**src/rtl/iqueue_issue_reader.sv**
```systemverilog
// iqueue_issue_reader
//   Consumer-side reader for the instruction queue's 4-wide issue bundle.
//   Whole bundles are accepted under a valid/ready handshake into a small
//   bundle FIFO. The head bundle is then serialized, one slot at a time,
//   into a single-instruction stream for the decoder. A redirect (i_flush)
//   discards everything held.
//
//   Optional feature: define NOP_SKIP_EN to drop padding slots (== 96'h13)
//   so they never reach the decoder. When undefined, every slot is emitted.
//
// Parameters
//   SLOTS        slots per bundle; slot k occupies bits [96k+95:96k]
//   FIFO_DEPTH   bundle FIFO entries (power of two, >= 2)
//
// Ports
//   clk           clock, all state on rising edge
//   rst           asynchronous, active-low reset
//   i_valid       bundle present on i_bundle
//   i_bundle      per slot: [31:0] instr, [63:32] PC, [95:64] predicted target
//   o_ready       FIFO can accept a bundle this cycle (registered)
//   i_flush       synchronous redirect, discards all held state
//   i_decReady    decoder accepts o_* this cycle
//   o_valid       instruction output valid
//   o_instr       instruction
//   o_pc          PC
//   o_predTarget  predicted target (0 = not predicted taken)
//   o_predTaken   o_predTarget != 0
//   o_slot        source slot index within the bundle
//   o_count       bundles held in the FIFO
module iqueue_issue_reader #(
    parameter int unsigned SLOTS      = 4,
    parameter int unsigned FIFO_DEPTH = 2
) (
    input  logic                            clk,
    input  logic                            rst,
    input  logic                            i_valid,
    input  logic [96*SLOTS-1:0]             i_bundle,
    output logic                            o_ready,
    input  logic                            i_flush,
    input  logic                            i_decReady,
    output logic                            o_valid,
    output logic [31:0]                     o_instr,
    output logic [31:0]                     o_pc,
    output logic [31:0]                     o_predTarget,
    output logic                            o_predTaken,
    output logic [$clog2(SLOTS)-1:0]        o_slot,
    output logic [$clog2(FIFO_DEPTH):0]     o_count
);

    localparam int unsigned SW = $clog2(SLOTS);
    localparam int unsigned AW = $clog2(FIFO_DEPTH);
    localparam int unsigned CW = AW + 1;
    localparam logic [CW-1:0] FULL = CW'(FIFO_DEPTH);

    // ------------------------------------------------------------------
    // Bundle storage
    // ------------------------------------------------------------------
    logic [96*SLOTS-1:0] mem [FIFO_DEPTH];
    logic [AW-1:0]       wr_ptr;
    logic [AW-1:0]       rd_ptr;
    logic [SW-1:0]       ptr;

    // ------------------------------------------------------------------
    // Head-bundle slot selection
    // ------------------------------------------------------------------
    logic [96*SLOTS-1:0] head;
    logic [SLOTS-1:0]    skip;
    logic                found;
    logic [SW-1:0]       sel;
    logic [95:0]         sel_slot;
    logic                more;

    logic                push;
    logic                advance;
    logic                load;
    logic                pop;
    logic [CW-1:0]       count_next;

    always_comb begin
        head     = mem[rd_ptr];
        skip     = '0;
        found    = 1'b0;
        sel      = '0;
        sel_slot = '0;
        more     = 1'b0;

        for (int unsigned k = 0; k < SLOTS; k++) begin
`ifdef NOP_SKIP_EN
            skip[k] = (head[96*k +: 96] == 96'h13);
`else
            skip[k] = 1'b0;
`endif
        end

        // Lowest non-skip slot at or after the current pointer.
        for (int unsigned k = 0; k < SLOTS; k++) begin
            if (!found && (SW'(k) >= ptr) && !skip[k]) begin
                found    = 1'b1;
                sel      = SW'(k);
                sel_slot = head[96*k +: 96];
            end
        end

        // Any further non-skip slot after the selected one. When none
        // remains, the head pops together with this load, so the pointer
        // never parks on an all-padding remainder.
        for (int unsigned k = 0; k < SLOTS; k++) begin
            if (found && (SW'(k) > sel) && !skip[k]) begin
                more = 1'b1;
            end
        end
    end

    always_comb begin
        push    = i_valid && o_ready && !i_flush;
        advance = (o_count != '0) && (!o_valid || i_decReady) && !i_flush;
        load    = advance && found;
        // A head with nothing left to emit pops without loading (one bubble).
        pop     = advance && (!found || !more);

        count_next = o_count;
        if (push && !pop) begin
            count_next = o_count + CW'(1);
        end else if (!push && pop) begin
            count_next = o_count - CW'(1);
        end
    end

    // ------------------------------------------------------------------
    // FIFO data (no reset needed; occupancy is tracked by o_count)
    // ------------------------------------------------------------------
    always_ff @(posedge clk) begin
        if (push) begin
            mem[wr_ptr] <= i_bundle;
        end
    end

    // ------------------------------------------------------------------
    // FIFO pointers, occupancy, ready
    // ------------------------------------------------------------------
    always_ff @(posedge clk or negedge rst) begin
        if (!rst) begin
            wr_ptr  <= '0;
            rd_ptr  <= '0;
            ptr     <= '0;
            o_count <= '0;
            o_ready <= 1'b1;
        end else if (i_flush) begin
            wr_ptr  <= '0;
            rd_ptr  <= '0;
            ptr     <= '0;
            o_count <= '0;
            o_ready <= 1'b1;
        end else begin
            if (push) begin
                wr_ptr <= wr_ptr + AW'(1);
            end
            if (pop) begin
                rd_ptr <= rd_ptr + AW'(1);
                ptr    <= '0;
            end else if (load) begin
                ptr    <= sel + SW'(1);
            end
            o_count <= count_next;
            o_ready <= (count_next != FULL);
        end
    end

    // ------------------------------------------------------------------
    // Output register
    // ------------------------------------------------------------------
    always_ff @(posedge clk or negedge rst) begin
        if (!rst) begin
            o_valid      <= 1'b0;
            o_instr      <= '0;
            o_pc         <= '0;
            o_predTarget <= '0;
            o_predTaken  <= 1'b0;
            o_slot       <= '0;
        end else if (i_flush) begin
            o_valid      <= 1'b0;
            o_instr      <= '0;
            o_pc         <= '0;
            o_predTarget <= '0;
            o_predTaken  <= 1'b0;
            o_slot       <= '0;
        end else if (!o_valid || i_decReady) begin
            o_valid <= load;
            if (load) begin
                o_instr      <= sel_slot[31:0];
                o_pc         <= sel_slot[63:32];
                o_predTarget <= sel_slot[95:64];
                o_predTaken  <= (sel_slot[95:64] != '0);
                o_slot       <= sel;
            end
        end
    end

endmodule
```
**config.mk**
```make
export PLATFORM = sky130hd
export DESIGN_NAME = iqueue_issue_reader
export DESIGN_NICKNAME = d
export VERILOG_FILES = /design/src/rtl/iqueue_issue_reader.sv
export SDC_FILE = /design/constraint.sdc
export NUM_CORES = 1
export LEC_CHECK = 0
export BUFFER_PORTS_ARGS = -buffer_cell sky130_fd_sc_hd__clkbuf_2
export CELL_PAD_IN_SITES_DETAIL_PLACEMENT = 1
export CELL_PAD_IN_SITES_GLOBAL_PLACEMENT = 1
export CORE_UTILIZATION = 31
export CTS_CLUSTER_DIAMETER = 40
export DETAILED_ROUTE_END_ITERATION = 6
export HOLD_SLACK_MARGIN = 0.03
export PLACE_DENSITY = 0.53
export SETUP_SLACK_MARGIN = 0.05
export SLEW_MARGIN = 40
export SYNTH_ARGS = -nofsm -noshare
export SYNTH_HDL_FRONTEND = slang
export SYNTH_SLANG_ARGS = --single-unit
```
**constraint.sdc**
```tcl
create_clock -name clk -period 31.8 [get_ports clk]
set_clock_uncertainty 0.2 [all_clocks]
set_input_delay 0 -clock clk [delete_from_list [all_inputs] [get_ports clk]]
set_output_delay 0 -clock clk [all_outputs]
set_load 0.005 [all_outputs]
```
==> results.json, run 1 <==
{
  "worst-setup-path-type": "flop to flop",
  "fin_setup_tns_ns": 0,
  "crit_family": "buffers and inverters",
  "rsz0062_at_grt": "false",
  "yosys.cell_types.count": 42,
  "synth_flop_cell": "edfxtp_1",
  "multi_input_area_sq_um": 7030,
  "hold_path.class": "input pin to async pin",
  "syn_inst": 1833,
  "rows": 119,
  "synth-seq-cells": 875,
  "required_ns": 32.20,
  "grt_overflow": 0,
  "grt_pass1_wl_microns": 156000,
  "netlist_top_cells_count": "768 x edfxtp_1, 352 x mux2i_1, 106 x dfrtp_1, 75 x nor2_1, 60 x clkbuf_1",
  "syn_avg_cell_area_sq_um": 18.2,
  "pre_cts_ws_ns": 27.22,
  "area_growth_pct": 51.5,
  "htreeDepth": 4,
  "r2r-start": "rd_ptr",
  "die_w_microns": 330,
  "crit_start": "rd_ptr",
  "synth_top_area_cell": "edfxtp_1",
  "yosysSeqAreaShare_pct": 77.3,
  "wl_per_cell_microns": 22.6,
  "seq_area_sq_um": 25700,
  "grt_pass1_vias": 25200,
  "drt_wl_total_microns": 106000,
  "slew_violations": 0,
  "drv_cap": 0,
  "nets": 3558,
  "io_buffers": 491,
  "hold_viol": 0,
  "synth_top_area_share_pct": 69.2,
  "drt_iter0_markers": 1172,
  "yosysMostFrequentCell": "edfxtp_1",
  "cts_buffers": 143,
  "reg2reg_depth": 9,
  "start_util_pct": 31.5,
  "cts.sinks": 875,
  "p_per_area_nw_per_um2": 75.7,
  "peakVddDrop_uv": 54.1,
  "postCtsHoldBufs": 777,
  "ant_nets": 0,
  "cp_slowest_cell": "dfrtp_4",
  "antenna_found_initial": 24,
  "cts_setup_buffers": 0,
  "path_cells": "buf_4, buf_12, buf_16, mux2i_1, o22ai_1, a211oi_1, nand4_1, or4_1, o31a_1",
  "synth_edf_count": 768,
  "drc": 0,
  "r2r_end": "o_predTaken",
  "clk_pin_slew_ns": 0.05,
  "reg2reg_setup_slack_ns": 27.03,
  "finalCritPeriodShare_pct": 15.0,
  "place_hpwl_microns": 63300,
  "start_kind": "flop",
  "cts-root-buf": "clkbuf_16",
  "min_period_ns": 4.77,
  "clk_latency_ns": 0.75,
  "crit_buf_inv": 3,
  "endpoint_kind": "flop",
  "cts_tree": "built",
  "crit_fanout": 77,
  "gp_congestion": 0.760,
  "critical-path-max-stage-delay_ns": 0.78,
  "ys_warn_count": 0,
  "cts.repair.resized": 0,
  "syn_nets": 2228,
  "dieArea_sq_um": 109000,
  "layout-drive-gt1-share_pct": 24.6,
  "power.leakage_nw": 18.0,
  "max_clock_freq_mhz": 210,
  "dr.pass1.iters": 5,
  "nFillCells": 10300,
  "setup_viol": 0,
  "relSlewSlack_pct": 45.6,
  "cts_buffer_depth": 3,
  "grt_max_degree": 123,
  "routed-via-count": 22400,
  "syn_area_sq_um": 33300,
  "core_region_area_sq_um": 106000,
  "die_h_microns": 330,
  "vias_per_cell": 4.77,
  "status": "finished clean",
  "ios": 492,
  "asyncSetResetFlopFracSynth_pct": 12.2,
  "grt_usage_pct": 19.4,
  "worstMarginPinSlew_ns": 0.816,
  "layout_setup_ws_ns": 27.03,
  "arrival_ns": 5.17,
  "synth_top_cells_by_area": "edfxtp_1 69%, mux2i_1 11%, dfrtp_1 8.0%, a32o_1 1.7%, o221ai_1 1.6%"
}
## power by group
part           switching, mW  internal (mW)
Combinational          0.441          0.270
Clock                  0.571           1.05
Sequential            0.0682           1.42
Total                   1.08           2.74
## registers in the layout, indices dropped and copies added (netlist names)
name          count
mem             768
o_count           2
o_instr          32
o_pc             32
o_predTaken       1
o_predTarget     32
o_ready           1
o_slot            2
o_valid           1
ptr               2
rd_ptr            1
wr_ptr            1
## tightest hold or removal path: stages
cell and delay [ns]:
dlygate4sd3_1 0.51, dlygate4sd3_1 0.56, buf_6 0.14, buf_12 0.21
## through the flow
stage          hold WS [ns]  area, sq um  instances  utilization [%]  total power [mW]
2_1_floorplan        -0.496        33300       1833                -              1.92
3_3_place_gp         -0.117        37300       3623             35.2              2.13
3_5_place_dp         -0.293        37500       3630             35.4              2.15
4_1_cts              0.0999        50400       4673             47.6              3.86
5_1_grt               0.138        50400       4684             47.6              3.97
6_report              0.143        50400       4688             47.6              3.82
## layout by cell type (no fill, tap or decap), types with 11 or more instances in the layout
master / netlist / routed
a211oi_1: 58 / 58
a21oi_1: 26 / 26
a22oi_1: 58 / 58
a32o_1: 57 / 57
buf_4: 9 / 12
buf_6: 4 / 11
bufinv_16: 0 / 22
clkbuf_1: 60 / 14
clkbuf_16: 0 / 146
clkbuf_2: 0 / 490
clkinv_2: 0 / 25
clkinv_4: 0 / 12
dfrtp_1: 106 / 105
diode_2: 0 / 13
dlygate4sd3_1: 0 / 776
edfxtp_1: 768 / 768
inv_6: 0 / 13
mux2_2: 22 / 22
mux2i_1: 352 / 352
nand2_1: 26 / 26
nor2_1: 75 / 71
o221ai_1: 59 / 59
o22ai_1: 33 / 33
## kinds of logic (layout without fill, tap and decap cells)
group	after synthesis	after routing	synth area share (%)
AO/OA/AOI/OAI	308	308	7.24
XOR/XNOR	5	5	0.132
adder cells (fa/ha/maj)	6	6	0.225
buffers and inverters	128	1579	1.79
flip-flops	875	875	77.3
multiplexers	384	384	11.7
other	0	13	0
AND/OR/NAND/NOR	127	127	1.66
## per-layer routing
| layer | up-vias | GRT usage (%) | part of all wire, % |
|---|---|---|---|
| li1 | 10200 | - | - |
| met1 | 11400 | 22.2 | 39 |
| met2 | 552 | 34.9 | 53 |
| met3 | 214 | 4.53 | 5.0 |
| met4 | 26 | 7.07 | 2.9 |
| met5 | - | 0 | 0.15 |
## how the worst max path moves through the flow
| stage | end | slack, ns | cells after the start |
|---|---|---|---|
| after floorplan | mem[1][0] | 1.47 | 2 |
| after CTS | o_predTaken | 27.18 | 8 |
| after global routing | o_predTaken | 26.83 | 9 |
| after global placement | o_predTaken | 27.24 | 7 |
| final | o_predTaken | 27.03 | 9 |
| after detailed placement | o_predTaken | 27.22 | 7 |
## cell type report
type	instances	share of cell area [%]
repair buffers	1304	21.4
flip-flops and latches	875	51.0
clock buffers	169	7.59
multi-input cells	830	13.9
clock inverters	97	2.44
diodes	13	0.0645
well taps	1391	3.45
inverters	9	0.0695
(Power assumes the default switching activity.)
==> run 2, diff against run 1 <==
- clock period: 31.8 -> 4.3 ns (I/O delays scaled with it)
==> results.json, run 2 (same netlist as run 1, synthesis figures left out) <==
{
  "antenna_found_initial": 21,
  "grt_max_degree": 133,
  "fin_setup_tns_ns": 0,
  "cts.repair.resized": 0,
  "wl_per_cell_microns": 22.8,
  "ios": 492,
  "htreeDepth": 4,
  "layout_setup_ws_ns": 0.628,
  "rsz0062_at_grt": "false",
  "multi_input_area_sq_um": 7050,
  "nFillCells": 10400,
  "drt_wl_total_microns": 107000,
  "place_hpwl_microns": 63200,
  "grt_pass1_wl_microns": 156000,
  "clk_latency_ns": 0.72,
  "drt_iter0_markers": 1193,
  "worst-setup-path-type": "flop to flop",
  "nets": 3557,
  "arrival_ns": 4.07,
  "dieArea_sq_um": 109000,
  "grt_overflow": 0,
  "relSlewSlack_pct": 40.6,
  "required_ns": 4.70,
  "io_buffers": 491,
  "hold_path.class": "input pin to flop",
  "slew_violations": 0,
  "max_clock_freq_mhz": 272,
  "setup_viol": 0,
  "hold_viol": 0,
  "pre_cts_ws_ns": 0.667,
  "p_total_mw": 27.7,
  "largest_reg_flops": 768,
  "peakVddDrop_uv": 321,
  "reg2reg_setup_slack_ns": 0.63,
  "mostFrequentLayoutCell": "dlygate4sd3_1",
  "routed-via-count": 22400,
  "finish.instance_area_sq_um": 50100,
  "grt_pass1_vias": 25200,
  "critical-path-max-stage-delay_ns": 0.71,
  "cts-root-buf": "clkbuf_16",
  "drc": 0,
  "cp_slowest_cell": "or4b_1",
  "start_kind": "flop",
  "die_h_microns": 330,
  "die_w_microns": 330,
  "dr.pass1.iters": 5,
  "placedCellCount": 3633,
  "rows": 119,
  "cts_tree": "built",
  "clk_pin_slew_ns": 0.05,
  "grt_usage_pct": 19.5,
  "whs_ns": 0.103,
  "start_util_pct": 31.5,
  "seq_area_sq_um": 25700,
  "p_per_area_nw_per_um2": 553,
  "path_cells": "inv_1, ha_1, or4b_1, o22ai_1, a211oi_1, nand4_1, or4_1, o31a_1",
  "power.leakage_nw": 17.8,
  "cts_setup_buffers": 0,
  "postCtsHoldBufs": 776,
  "endpoint_kind": "flop",
  "finalCritPeriodShare_pct": 85.4,
  "largest_register": "mem",
  "layout_common_cells": "775 x dlygate4sd3_1, 768 x edfxtp_1, 490 x clkbuf_2",
  "vias_per_cell": 4.79,
  "cts.sinks": 875,
  "core_region_area_sq_um": 106000,
  "layout-drive-gt1-share_pct": 24.3,
  "worstMarginPinSlew_ns": 0.891,
  "fin_cells": 4681,
  "cts_buffers": 140,
  "gp_congestion": 0.760,
  "drv_cap": 0,
  "utilization_pct": 47.4,
  "status": "finished clean",
  "crit_fanout": 18,
  "postPlaceCellArea_sq_um": 37400,
  "area_growth_pct": 50.5,
  "cts_buffer_depth": 3,
  "ant_nets": 0,
  "min_period_ns": 3.67
}
==> run 2: cell count changes in the layout (fill, tap and decap cells not counted), moves of 4 or more <==
cell and change:
buf_4 +8, clkbuf_8 -8, clkinv_2 -8, clkinvlp_4 +6, buf_16 -5, clkinv_1 +4
==> run 2: where the power goes <==
part,switching (mW),internal (mW),total (mW)
sequential,0.528,10.5,11.0
clock,4.09,7.36,11.5
combinational,3.22,2.00,5.23
total,7.84,19.9,27.7
==> run 2: cell type report <==
class | instances | share of cell area, %
Timing Repair Buffer | 1306 | 21.4
Multi-Input combinational cell | 830 | 14.1
Inverter | 9 | 0.0699
Clock buffer | 162 | 7.38
Sequential cell | 875 | 51.3
Antenna cell | 12 | 0.0599
Tap cell | 1391 | 3.47
Clock inverter | 96 | 2.22
==> run 2: critical path: cells and delay by family, from the launching register on <==
| kind | cells | cell delay [ns] |
|---|---|---|
| flops | 1 | 0.47 |
| simple gates | 3 | 1.54 |
| fa+ha+maj | 1 | 0.32 |
| buf+inv | 1 | 0.14 |
| compound gates | 3 | 0.88 |
==> run 2: path summary, 6_finish.rpt <==
kind / start / end / depth (start not counted)
setup / recovery: ptr[0] / o_predTaken / 8
hold / removal: i_valid / wr_ptr / 5
setup reg to reg: ptr[0] / o_predTaken / 8
hold reg to reg: o_pc[6] / o_pc[6] / 1
max in group asynchronous: rst / o_predTarget[14] / 4
min in group asynchronous: rst / o_pc[22] / 4
==> run 2: layer usage <==
| layer | up-vias | wire [microns] | GRT usage, % | share of wire, % |
|---|---|---|---|---|
| met5 | - | 122 | 0 | 0.11 |
| met1 | 11500 | 42300 | 22.5 | 40 |
| met4 | 18 | 3980 | 8.83 | 3.7 |
| met3 | 221 | 4470 | 4.17 | 4.2 |
| li1 | 10100 | - | - | - |
| met2 | 551 | 55800 | 34.6 | 52 |
==> run 3, diff against run 2 <==
- BUFFER_PORTS_ARGS: -buffer_cell sky130_fd_sc_hd__clkbuf_2 -> unset
- DONT_BUFFER_PORTS: unset -> 1
- PLACE_DENSITY: 0.53 -> 0.48
==> results.json, run 3 <==
{
  "synth_top_cells_by_area": "edfxtp_1 69%, mux2i_1 11%, dfrtp_1 8.0%, a32o_1 1.7%, o221ai_1 1.6%",
  "lastStage": "4_1_cts",
  "cts.repair.resized": 0,
  "netlist_top_cells_count": "768 x edfxtp_1, 352 x mux2i_1, 106 x dfrtp_1, 75 x nor2_1, 60 x clkbuf_1",
  "die_w_microns": 330,
  "syn_avg_cell_area_sq_um": 18.2,
  "cts_buffer_depth": 3,
  "gp_congestion": 0.783,
  "placedCellCount": 3143,
  "synth_edf_count": 768,
  "postCtsHoldBufs": 682,
  "synth-seq-cells": 875,
  "ios": 492,
  "synth_top_area_share_pct": 69.2,
  "syn_inst": 1833,
  "synth_top_area_cell": "edfxtp_1",
  "asyncSetResetFlopFracSynth_pct": 12.2,
  "io_buffers": 0,
  "yosysMostFrequentCell": "edfxtp_1",
  "place_hpwl_microns": 59600,
  "ys_warn_count": 0,
  "syn_area_sq_um": 33300,
  "rows": 119,
  "synth_flop_cell": "edfxtp_1",
  "status": "stopped before the end",
  "cts-root-buf": "clkbuf_16",
  "start_util_pct": 31.5,
  "error": "[ERROR RSZ-0060] Max buffer count reached.",
  "syn_nets": 2228,
  "cts_buffers": 141,
  "yosys.cell_types.count": 42,
  "cts_setup_buffers": 0,
  "htreeDepth": 4,
  "die_h_microns": 330,
  "postPlaceCellArea_sq_um": 35000,
  "cts.sinks": 875,
  "yosysSeqAreaShare_pct": 77.3
}
run 3: cell counts after synthesis:
Identical to the previous run, type by type.
run 3: cells by family after synthesis:
logic type / synth area share [%]
flip-flops: 77.3
multiplexers: 11.7
AO/OA/AOI/OAI: 7.24
buffers and inverters: 1.79
AND/OR/NAND/NOR: 1.66
adder cells (fa/ha/maj): 0.225
XOR/XNOR: 0.132
run 3: through the flow:
stage | setup WS, ns | hold WS (ns)
2_1_floorplan | -6.62 | -0.496
3_3_place_gp | 0.686 | -0.491
3_5_place_dp | 0.564 | -0.491
